## src/rtl/axil_master_port.sv

```systemverilog
// axil_master_port
//
// Single-outstanding AXI4-Lite initiator. A client presents one word request
// on a valid/ready port; the block turns it into an AXI-Lite read or write,
// waits for the response and returns it on a held valid/ready response port.
// Exactly one transaction is in flight at a time.
//
// Ports
//   aclk, aresetn            clock, asynchronous active-low reset
//   req_valid/req_ready      request handshake (req_ready high only in idle)
//   req_write                1 = write, 0 = read
//   req_addr                 byte address, must be word aligned
//   req_wdata, req_wstrb     write data and byte strobes
//   rsp_valid/rsp_ready      response handshake, response held until taken
//   rsp_rdata                read data (0 for writes and errors)
//   rsp_err                  SLVERR/DECERR received or misaligned request
//   err_count                saturating count of error responses
//   m_axil_*                 AXI4-Lite master channels AW, W, B, AR, R

`timescale 1ns / 1ps

module axil_master_port #(
  parameter int unsigned ADDR_WIDTH = 32,
  parameter int unsigned DATA_WIDTH = 32,
  parameter int unsigned STRB_WIDTH = DATA_WIDTH / 8,
  parameter logic [2:0]  PROT       = 3'b000
) (
  input  logic                  aclk,
  input  logic                  aresetn,

  // Client request port
  input  logic                  req_valid,
  output logic                  req_ready,
  input  logic                  req_write,
  input  logic [ADDR_WIDTH-1:0] req_addr,
  input  logic [DATA_WIDTH-1:0] req_wdata,
  input  logic [STRB_WIDTH-1:0] req_wstrb,

  // Client response port
  output logic                  rsp_valid,
  input  logic                  rsp_ready,
  output logic [DATA_WIDTH-1:0] rsp_rdata,
  output logic                  rsp_err,
  output logic [15:0]           err_count,

  // AXI4-Lite write address channel
  output logic [ADDR_WIDTH-1:0] m_axil_awaddr,
  output logic [2:0]            m_axil_awprot,
  output logic                  m_axil_awvalid,
  input  logic                  m_axil_awready,

  // AXI4-Lite write data channel
  output logic [DATA_WIDTH-1:0] m_axil_wdata,
  output logic [STRB_WIDTH-1:0] m_axil_wstrb,
  output logic                  m_axil_wvalid,
  input  logic                  m_axil_wready,

  // AXI4-Lite write response channel
  input  logic [1:0]            m_axil_bresp,
  input  logic                  m_axil_bvalid,
  output logic                  m_axil_bready,

  // AXI4-Lite read address channel
  output logic [ADDR_WIDTH-1:0] m_axil_araddr,
  output logic [2:0]            m_axil_arprot,
  output logic                  m_axil_arvalid,
  input  logic                  m_axil_arready,

  // AXI4-Lite read data channel
  input  logic [DATA_WIDTH-1:0] m_axil_rdata,
  input  logic [1:0]            m_axil_rresp,
  input  logic                  m_axil_rvalid,
  output logic                  m_axil_rready
);

  localparam logic [2:0] StIdle       = 3'd0;
  localparam logic [2:0] StWrAddrData = 3'd1;
  localparam logic [2:0] StWrResp     = 3'd2;
  localparam logic [2:0] StRdAddr     = 3'd3;
  localparam logic [2:0] StRdData     = 3'd4;
  localparam logic [2:0] StResp       = 3'd5;

  logic [2:0]            state_q, state_d;
  logic                  awvalid_q, awvalid_d;
  logic                  wvalid_q, wvalid_d;
  logic                  arvalid_q, arvalid_d;
  logic                  bready_q, bready_d;
  logic                  rready_q, rready_d;
  logic                  rsp_valid_q, rsp_valid_d;
  logic                  rsp_err_q, rsp_err_d;
  logic [DATA_WIDTH-1:0] rsp_rdata_q, rsp_rdata_d;
  logic [ADDR_WIDTH-1:0] awaddr_q, awaddr_d;
  logic [DATA_WIDTH-1:0] wdata_q, wdata_d;
  logic [STRB_WIDTH-1:0] wstrb_q, wstrb_d;
  logic [ADDR_WIDTH-1:0] araddr_q, araddr_d;
  logic [15:0]           err_count_q, err_count_d;
  logic                  err_inc;
  logic                  aw_done;
  logic                  w_done;

  // A channel counts as done once its valid has dropped or its handshake
  // happens this cycle; AW and W may complete in either order.
  assign aw_done = !awvalid_q || m_axil_awready;
  assign w_done  = !wvalid_q  || m_axil_wready;

  always_comb begin
    state_d     = state_q;
    awvalid_d   = awvalid_q;
    wvalid_d    = wvalid_q;
    arvalid_d   = arvalid_q;
    bready_d    = bready_q;
    rready_d    = rready_q;
    rsp_valid_d = rsp_valid_q;
    rsp_err_d   = rsp_err_q;
    rsp_rdata_d = rsp_rdata_q;
    awaddr_d    = awaddr_q;
    wdata_d     = wdata_q;
    wstrb_d     = wstrb_q;
    araddr_d    = araddr_q;
    err_inc     = 1'b0;

    case (state_q)
      StIdle: begin
        if (req_valid) begin
          if (req_addr[1:0] != 2'b00) begin
            // Misaligned: answer locally, no AXI traffic.
            state_d     = StResp;
            rsp_valid_d = 1'b1;
            rsp_err_d   = 1'b1;
            rsp_rdata_d = '0;
            err_inc     = 1'b1;
          end else if (req_write) begin
            state_d   = StWrAddrData;
            awaddr_d  = req_addr;
            wdata_d   = req_wdata;
            wstrb_d   = req_wstrb;
            awvalid_d = 1'b1;
            wvalid_d  = 1'b1;
          end else begin
            state_d   = StRdAddr;
            araddr_d  = req_addr;
            arvalid_d = 1'b1;
          end
        end
      end

      StWrAddrData: begin
        if (m_axil_awready) awvalid_d = 1'b0;
        if (m_axil_wready)  wvalid_d  = 1'b0;
        if (aw_done && w_done) begin
          state_d  = StWrResp;
          bready_d = 1'b1;
        end
      end

      StWrResp: begin
        if (m_axil_bvalid) begin
          state_d     = StResp;
          bready_d    = 1'b0;
          rsp_valid_d = 1'b1;
          rsp_err_d   = (m_axil_bresp != 2'b00);
          rsp_rdata_d = '0;
          err_inc     = (m_axil_bresp != 2'b00);
        end
      end

      StRdAddr: begin
        if (m_axil_arready) begin
          state_d   = StRdData;
          arvalid_d = 1'b0;
          rready_d  = 1'b1;
        end
      end

      StRdData: begin
        if (m_axil_rvalid) begin
          state_d     = StResp;
          rready_d    = 1'b0;
          rsp_valid_d = 1'b1;
          rsp_err_d   = (m_axil_rresp != 2'b00);
          // Error responses never leak slave data to the client.
          rsp_rdata_d = (m_axil_rresp != 2'b00) ? '0 : m_axil_rdata;
          err_inc     = (m_axil_rresp != 2'b00);
        end
      end

      StResp: begin
        if (rsp_ready) begin
          state_d     = StIdle;
          rsp_valid_d = 1'b0;
        end
      end

      default: begin
        state_d     = StIdle;
        awvalid_d   = 1'b0;
        wvalid_d    = 1'b0;
        arvalid_d   = 1'b0;
        bready_d    = 1'b0;
        rready_d    = 1'b0;
        rsp_valid_d = 1'b0;
      end
    endcase

    err_count_d = err_count_q;
    if (err_inc && (err_count_q != 16'hFFFF)) begin
      err_count_d = err_count_q + 16'd1;
    end
  end

  always_ff @(posedge aclk or negedge aresetn) begin
    if (!aresetn) begin
      state_q     <= StIdle;
      awvalid_q   <= 1'b0;
      wvalid_q    <= 1'b0;
      arvalid_q   <= 1'b0;
      bready_q    <= 1'b0;
      rready_q    <= 1'b0;
      rsp_valid_q <= 1'b0;
      rsp_err_q   <= 1'b0;
      rsp_rdata_q <= '0;
      awaddr_q    <= '0;
      wdata_q     <= '0;
      wstrb_q     <= '0;
      araddr_q    <= '0;
      err_count_q <= '0;
    end else begin
      state_q     <= state_d;
      awvalid_q   <= awvalid_d;
      wvalid_q    <= wvalid_d;
      arvalid_q   <= arvalid_d;
      bready_q    <= bready_d;
      rready_q    <= rready_d;
      rsp_valid_q <= rsp_valid_d;
      rsp_err_q   <= rsp_err_d;
      rsp_rdata_q <= rsp_rdata_d;
      awaddr_q    <= awaddr_d;
      wdata_q     <= wdata_d;
      wstrb_q     <= wstrb_d;
      araddr_q    <= araddr_d;
      err_count_q <= err_count_d;
    end
  end

  // Gated by aresetn so the client sees no acceptance while reset is held.
  assign req_ready      = (state_q == StIdle) && aresetn;

  assign rsp_valid      = rsp_valid_q;
  assign rsp_rdata      = rsp_rdata_q;
  assign rsp_err        = rsp_err_q;
  assign err_count      = err_count_q;

  assign m_axil_awaddr  = awaddr_q;
  assign m_axil_awprot  = PROT;
  assign m_axil_awvalid = awvalid_q;
  assign m_axil_wdata   = wdata_q;
  assign m_axil_wstrb   = wstrb_q;
  assign m_axil_wvalid  = wvalid_q;
  assign m_axil_bready  = bready_q;
  assign m_axil_araddr  = araddr_q;
  assign m_axil_arprot  = PROT;
  assign m_axil_arvalid = arvalid_q;
  assign m_axil_rready  = rready_q;

endmodule

```

## config.mk

```make
export PLATFORM = sky130hd
export DESIGN_NAME = axil_master_port
export DESIGN_NICKNAME = d
export VERILOG_FILES = /design/src/rtl/axil_master_port.sv
export SDC_FILE = /design/constraint.sdc
export NUM_CORES = 1
export LEC_CHECK = 0
export BUFFER_PORTS_ARGS = -buffer_cell sky130_fd_sc_hd__buf_2
export CORE_MARGIN = 2
export CORE_UTILIZATION = 43
export CTS_CLUSTER_DIAMETER = 80
export DETAILED_ROUTE_END_ITERATION = 8
export PLACE_DENSITY_LB_ADDON = 0.25
export SLEW_MARGIN = 20
export SYNTH_ARGS = -nofsm -noshare
export SYNTH_HDL_FRONTEND = slang
export SYNTH_SLANG_ARGS = --single-unit
```

## constraint.sdc

```tcl
create_clock -name aclk -period 2 [get_ports aclk]
set_clock_uncertainty 0.2 [all_clocks]
set_input_delay 0.2 -clock aclk [delete_from_list [all_inputs] [get_ports aclk]]
set_output_delay 0.2 -clock aclk [all_outputs]
set_load 0.03 [all_outputs]
```

==> results of run 1 <==
registers in the layout, indices dropped and copies added (netlist names), 3 cells and up:
name / flops
m_axil_araddr: 32
state_q: 3
m_axil_wdata: 32
m_axil_wstrb: 4
m_axil_awaddr: 32
rsp_rdata: 32
err_count: 16
what timing repair did:
| action | CTS | global route |
|---|---|---|
| hold buffers | 105 | 0 |
| resized for setup | 4 | 27 |
| setup buffers | 0 | 7 |
| setup endpoints to repair | 5 | 28 |
| cloned | 0 | 3 |
| hold endpoints to repair | 293 | 0 |
| pin swaps | 0 | 7 |
area by class of cell:
type / instances / area share, %
Inverter: 4 / 0.148
Tap cell: 188 / 2.32
Clock buffer: 19 / 4.36
Multi-Input combinational cell: 315 / 24.3
Clock inverter: 13 / 1.84
Timing Repair Buffer: 415 / 28.1
Sequential cell: 158 / 39.0
metrics by stage:
| stage | setup slack, ns | instance area (um2) | std cells | hold slack (ns) |
|---|---|---|---|---|
| 3_3_place_gp | 0.0498 | 8300 | 965 | 0.225 |
| 3_5_place_dp | -0.00908 | 8300 | 965 | 0.235 |
| 2_1_floorplan | 0.0117 | 6590 | 518 | -0.296 |
| 6_report | 0.0124 | 10200 | 1112 | 0.0912 |
| 4_1_cts | 0.00106 | 9990 | 1102 | 0.0518 |
| 5_1_grt | -0.0843 | 10200 | 1112 | 0.104 |
worst max-delay path, delay by kind of cell, from the launching register on:
kind / cells / cell delay, ns
AO/OA/AOI/OAI: 1 / 0.21
XOR/XNOR: 1 / 0.15
buffers and inverters: 1 / 0.16
flip-flops: 1 / 0.45
AND/OR/NAND/NOR: 3 / 0.68
path summary, 6_finish.rpt:
check                               from             to  slack, ns  depth (start not counted)
max                           state_q[1]  err_count[14]       0.01                          6
min                          req_addr[0]     state_q[2]       0.09                          5
max reg2reg                   state_q[1]  err_count[14]       0.01                          6
min reg2reg                rsp_rdata[18]  rsp_rdata[18]       0.28                          2
max in group asynchronous        aresetn     state_q[0]       0.52                          3
min in group asynchronous        aresetn   err_count[5]       0.35                          3
layer usage:
layer,up-vias,GRT usage [%],wire (um)
met5,-,0,0
met4,0,10.7,592
met3,41,4.94,1040
met2,235,39.0,9700
met1,2829,26.7,7400
li1,2620,-,-
Yosys cell counts, types with 2 or more instances:
| library cell | n | area [um2] |
|---|---|---|
| a31oi_1 | 2 | 12.5 |
| nor2b_1 | 5 | 31.3 |
| inv_1 | 3 | 11.3 |
| dfrtp_1 | 158 | 3950 |
| or3_1 | 2 | 12.5 |
| nand4_1 | 12 | 75.1 |
| o21ai_0 | 40 | 200 |
| and3_1 | 7 | 43.8 |
| and2_1 | 2 | 12.5 |
| nand3_1 | 7 | 35.0 |
| clkbuf_1 | 15 | 56.3 |
| o31ai_1 | 33 | 248 |
| nand2_1 | 45 | 169 |
| nor2_1 | 10 | 37.5 |
| buf_6 | 3 | 33.8 |
| nor4b_1 | 2 | 17.5 |
| xnor2_1 | 14 | 123 |
| buf_2 | 13 | 65.1 |
| mux2_2 | 97 | 1090 |
| buf_4 | 6 | 45.0 |
| a21oi_1 | 7 | 35.0 |
| buf_1 | 4 | 15.0 |
kinds of logic after synthesis:
| group | count (synthesis) |
|---|---|
| AOI/OAI and AO/OA | 91 |
| xor gates and xnor gates | 15 |
| adders and majority gates | 1 |
| buffers and inverters | 45 |
| DFF | 158 |
| muxes | 98 |
| other | 1 |
| and+or+nand+nor | 104 |
where the power goes:
group | total [mW] | internal, mW | switching [mW]
Clock | 3.43 | 2.13 | 1.30
Combinational | 6.34 | 2.28 | 4.06
Sequential | 4.87 | 4.27 | 0.597
==> out/qor.txt, run 1 <==
post-route ant nets: 0
area fraction in and, or, nand and nor cells after synthesis: 8.40%
vias in the first global route: 5916
Cell Area, Synth: 6550 um2
post-synthesis area per instance: 12.8 um2
Critical Path Fanout Max: 5
min cycle time layout: 1.99 ns
Post-synth EDFFs: 0
Hold Crit Class: in -> reg
vias: 5725
die span in x: 127 um
Seq/Total Area, Yosys: 60.3%
CTS tree: done
Routability Congestion: 0.794
XOR/XNOR Fraction of Synth Area: 2.00%
CP Data Arrival Time: 2.08 ns
Area growth, synth to finish: 55.0%
initial antenna violation count: 0
gr usage total: 22.5%
status: finished, final reports clean
mux cell area share after synthesis: 16.8%
first-pass GRT wire length: 29000 um
Post-Synth Adder-Cell Area: 0.191%
most common cell after layout, fill and taps aside: buf_2
final wirelength: 18700 um
DR vias/cell: 5.15
Post-synth top flop: dfrtp_1
CTS clock-pin slew for the worst setup and hold paths: 0.06 ns
Final Max Slew Viols: 0
Slew @ Worst Pin: 0.877 ns
FILL cells: 1089
post-synthesis register bit count: 158
Worst Setup End Kind: register
register area: 3960 um2
most frequent cells in the layout: 268 x buf_2, 155 x dfrtp_1, 105 x dlygate4sd3_1
worst-case clock buffer depth: 2
Max stage delay on crit path: 0.45 ns
Slew Limit Headroom: 41.5%
Final Hold Viols: 0
Critical Path RT: 2.10 ns
PortBufs: 269
TritonCTS Buffers: 17
DIE AREA: 16200 um2
Leak: 5.08 nW
CTS Root Cell: clkbuf_16
critical-path cell list: nand2b_4 -> or3_4 -> a21oi_4 -> buf_4 -> nand4_1 -> xnor2_1
RSZ-0062 raised after global routing: yes
PwrDens: 1440 nW/um2
Startpoint Class: register
synth warn: 0
nets: 1026
H-tree depth: 4
multi-input logic area: 2470 um2
Max Freq: 503 MHz
final setup violation count: 0
Max Cap Viol: 0
Unique masters post-synth: 48
I/O pins: 276
Max IR drop VDD: 0.786 mV
Compound-Gate Fraction of Synth Area: 8.69%
TNS Setup: 0 ns
CP Class: reg -> reg
wire length per cell: 16.8 um
Die Y: 127 um
Worst-Skew Late Latency: 0.41 ns
Total Power: 14.6 mW
row count: 45
initial core utilization: 43.6%
fin util: 67.6%
# diodes: 0
synthesized instance count: 513
clk sinks: 158
DRT iter0 DRCs: 355
largest family of logic cells by synthesized area: multiplexers
asr flop ratio synth: 100%
hpwl dp: 11700 um
core region area: 15000 um2
largest net degree at the start of global routing: 159
CP max stage cell: dfrtp_2
final worst-path cycle share: 99.4%
First-pass DRT Iterations: 5
Remaining DRCs: 0
layout cells sized above 1: 49.5%
global route total overflow: 0
No activity file was read; power rests on OpenSTA's default activity.
==> run 2, diff against run 1 <==
HOLD_SLACK_MARGIN = 0.1   (was unset)
==> run 2 against run 1 <==
Against the previous run: combinational power barely moved; worst hold slack improved by 0.038 ns; largest cell class unchanged; power rose by 0.16%.
==> out/qor.txt, run 2 (synthesis gave the netlist of run 1 again) <==
status: finished, final reports clean
Hold Crit Class: in -> reg
switching pwr: 5.97 mW
register area: 3960 um2
gr usage total: 22.7%
Max Freq: 507 MHz
vias in the first global route: 6000
first-pass GRT wire length: 29400 um
RSZ-0062 raised after global routing: yes
layout cells sized above 1: 49.1%
CP max stage cell: dfrtp_2
FILL cells: 1084
DRT iter0 DRCs: 332
CP Class: reg -> reg
fin util: 67.9%
reg2reg start: state_q[1]
CP Data Arrival Time: 2.07 ns
post-route ant nets: 0
clk sinks: 158
First-pass DRT Iterations: 5
Startpoint Class: register
CP Buf/Inv Count: 1
Worst-Skew Late Latency: 0.41 ns
DR vias/cell: 5.14
Final Max Slew Viols: 0
min cycle time layout: 1.97 ns
initial antenna violation count: 0
most common cell after layout, fill and taps aside: buf_2
vias: 5732
Critical Path Fanout Max: 5
DIE AREA: 16200 um2
Total Power: 14.7 mW
worst-case clock buffer depth: 2
hold_sp: req_addr[0]
initial core utilization: 43.6%
Max Cap Viol: 0
I/O pins: 276
global route total overflow: 0
cells on worst reg2reg path: 6
Final Hold Viols: 0
R2R Path End: err_count[14]
CTS clock-pin slew for the worst setup and hold paths: 0.06 ns
Internal Power: 8.69 mW
Net Sw Frac: 40.8%
Clock power frac: 23.4%
Die Y: 127 um
critical-path cell list: nand2b_4 -> or3_4 -> a21oi_4 -> buf_4 -> nand4_1 -> xnor2_1
core region area: 15000 um2
Max IR drop VDD: 0.791 mV
Worst Setup End Kind: register
row count: 45
final worst-path cycle share: 98.6%
hold worst-path end: state_q[1]
hpwl dp: 11700 um
Area growth, synth to finish: 55.7%
Slew Limit Headroom: 44.4%
final setup violation count: 0
Seq pwr share: 33.2%
PortBufs: 269
Leak: 5.09 nW
largest net degree at the start of global routing: 159
R2R Setup Slk: 0.03 ns
nets: 1030
CP top delay family: simple AND/OR/NAND/NOR gates
Remaining DRCs: 0
H-tree depth: 4
multi-input logic area: 2480 um2
Worst Hold Margin: 0.129 ns
Max stage delay on crit path: 0.45 ns
# diodes: 0
Gate power share: 43.4%
die span in x: 127 um
most frequent cells in the layout: 268 x buf_2, 155 x dfrtp_1, 112 x dlygate4sd3_1
PwrDens: 1440 nW/um2
final wirelength: 18700 um
TritonCTS Buffers: 17
CTS tree: done
Slew @ Worst Pin: 0.834 ns
wire length per cell: 16.7 um
hold path depth: 6
CTS Root Cell: clkbuf_16
Routability Congestion: 0.794
Critical Path RT: 2.10 ns
==> run 2: cell count changes in the layout (fill, tap and decap cells not counted), sizes merged <==
cell and change:
dlygate4sd3 +7, buf -2, clkbuf -1
==> run 2: layer usage <==
| layer | track usage [%] | part of all wire, % | up-vias |
|---|---|---|---|
| li1 | - | - | 2633 |
| met1 | 26.9 | 39 | 2827 |
| met2 | 39.5 | 52 | 228 |
| met3 | 4.94 | 5.6 | 44 |
| met4 | 10.9 | 3.2 | 0 |
| met5 | 0 | 0 | - |
==> run 2: worst max path at each step <==
stage / end / slack [ns] / startpoint / cells past startpoint
2_1_floorplan: err_count[10] / 0.01 / state_q[1] / 7
3_3_place_gp: err_count[10] / 0.05 / state_q[1] / 6
3_5_place_dp: err_count[6] / -0.009 / state_q[1] / 7
4_1_cts: err_count[10] / 0.001 / state_q[0] / 7
5_1_grt: err_count[10] / -0.06 / state_q[1] / 6
6_report: err_count[14] / 0.03 / state_q[1] / 6
==> run 2: power by group through the flow <==
stage | Clock, mW | Sequential (mW) | Combinational, mW
after floorplan | 0 | 6.93 | 1.96
after global placement | 0 | 4.82 | 5.88
after detailed placement | 0 | 4.88 | 5.99
after CTS | 3.50 | 4.84 | 6.19
after global routing | 3.67 | 5.01 | 6.76
final | 3.43 | 4.87 | 6.36
==> run 2: cell type report <==
cell class / count / share of cell area (%)
flip-flops and latches: 158 / 38.8
repair buffers: 419 / 28.3
multi-input cells: 315 / 24.3
clock buffers: 19 / 4.34
well taps: 188 / 2.31
clock inverters: 13 / 1.83
inverters: 4 / 0.147
==> run 2: worst min-delay path, stage by stage <==
cell	delay, ns
buf_2	0.08
or2_2	0.13
nor2_1	0.06
nor2_1	0.08
or3_1	0.10
a21oi_1	0.05
==> run 2: timing repair <==
action                                  CTS  global route
hold endpoints to repair                294             0
buffers inserted                          0             5
pin swaps                                 0             8
endpoints found under the setup margin    5            26
gates cloned                              0             2
gates resized for setup                   4            35
hold buffers                            112             0
==> run 2: stage by stage <==
step	TNS [ns]	area [um2]	cells	worst slack, ns
6_report	0	10200	1116	0.0280
5_1_grt	-0.607	10200	1116	-0.0602
4_1_cts	0	10100	1109	0.00106
3_5_place_dp	-0.0179	8300	965	-0.00908
3_3_place_gp	0	8300	965	0.0498
2_1_floorplan	0	6590	518	0.0117
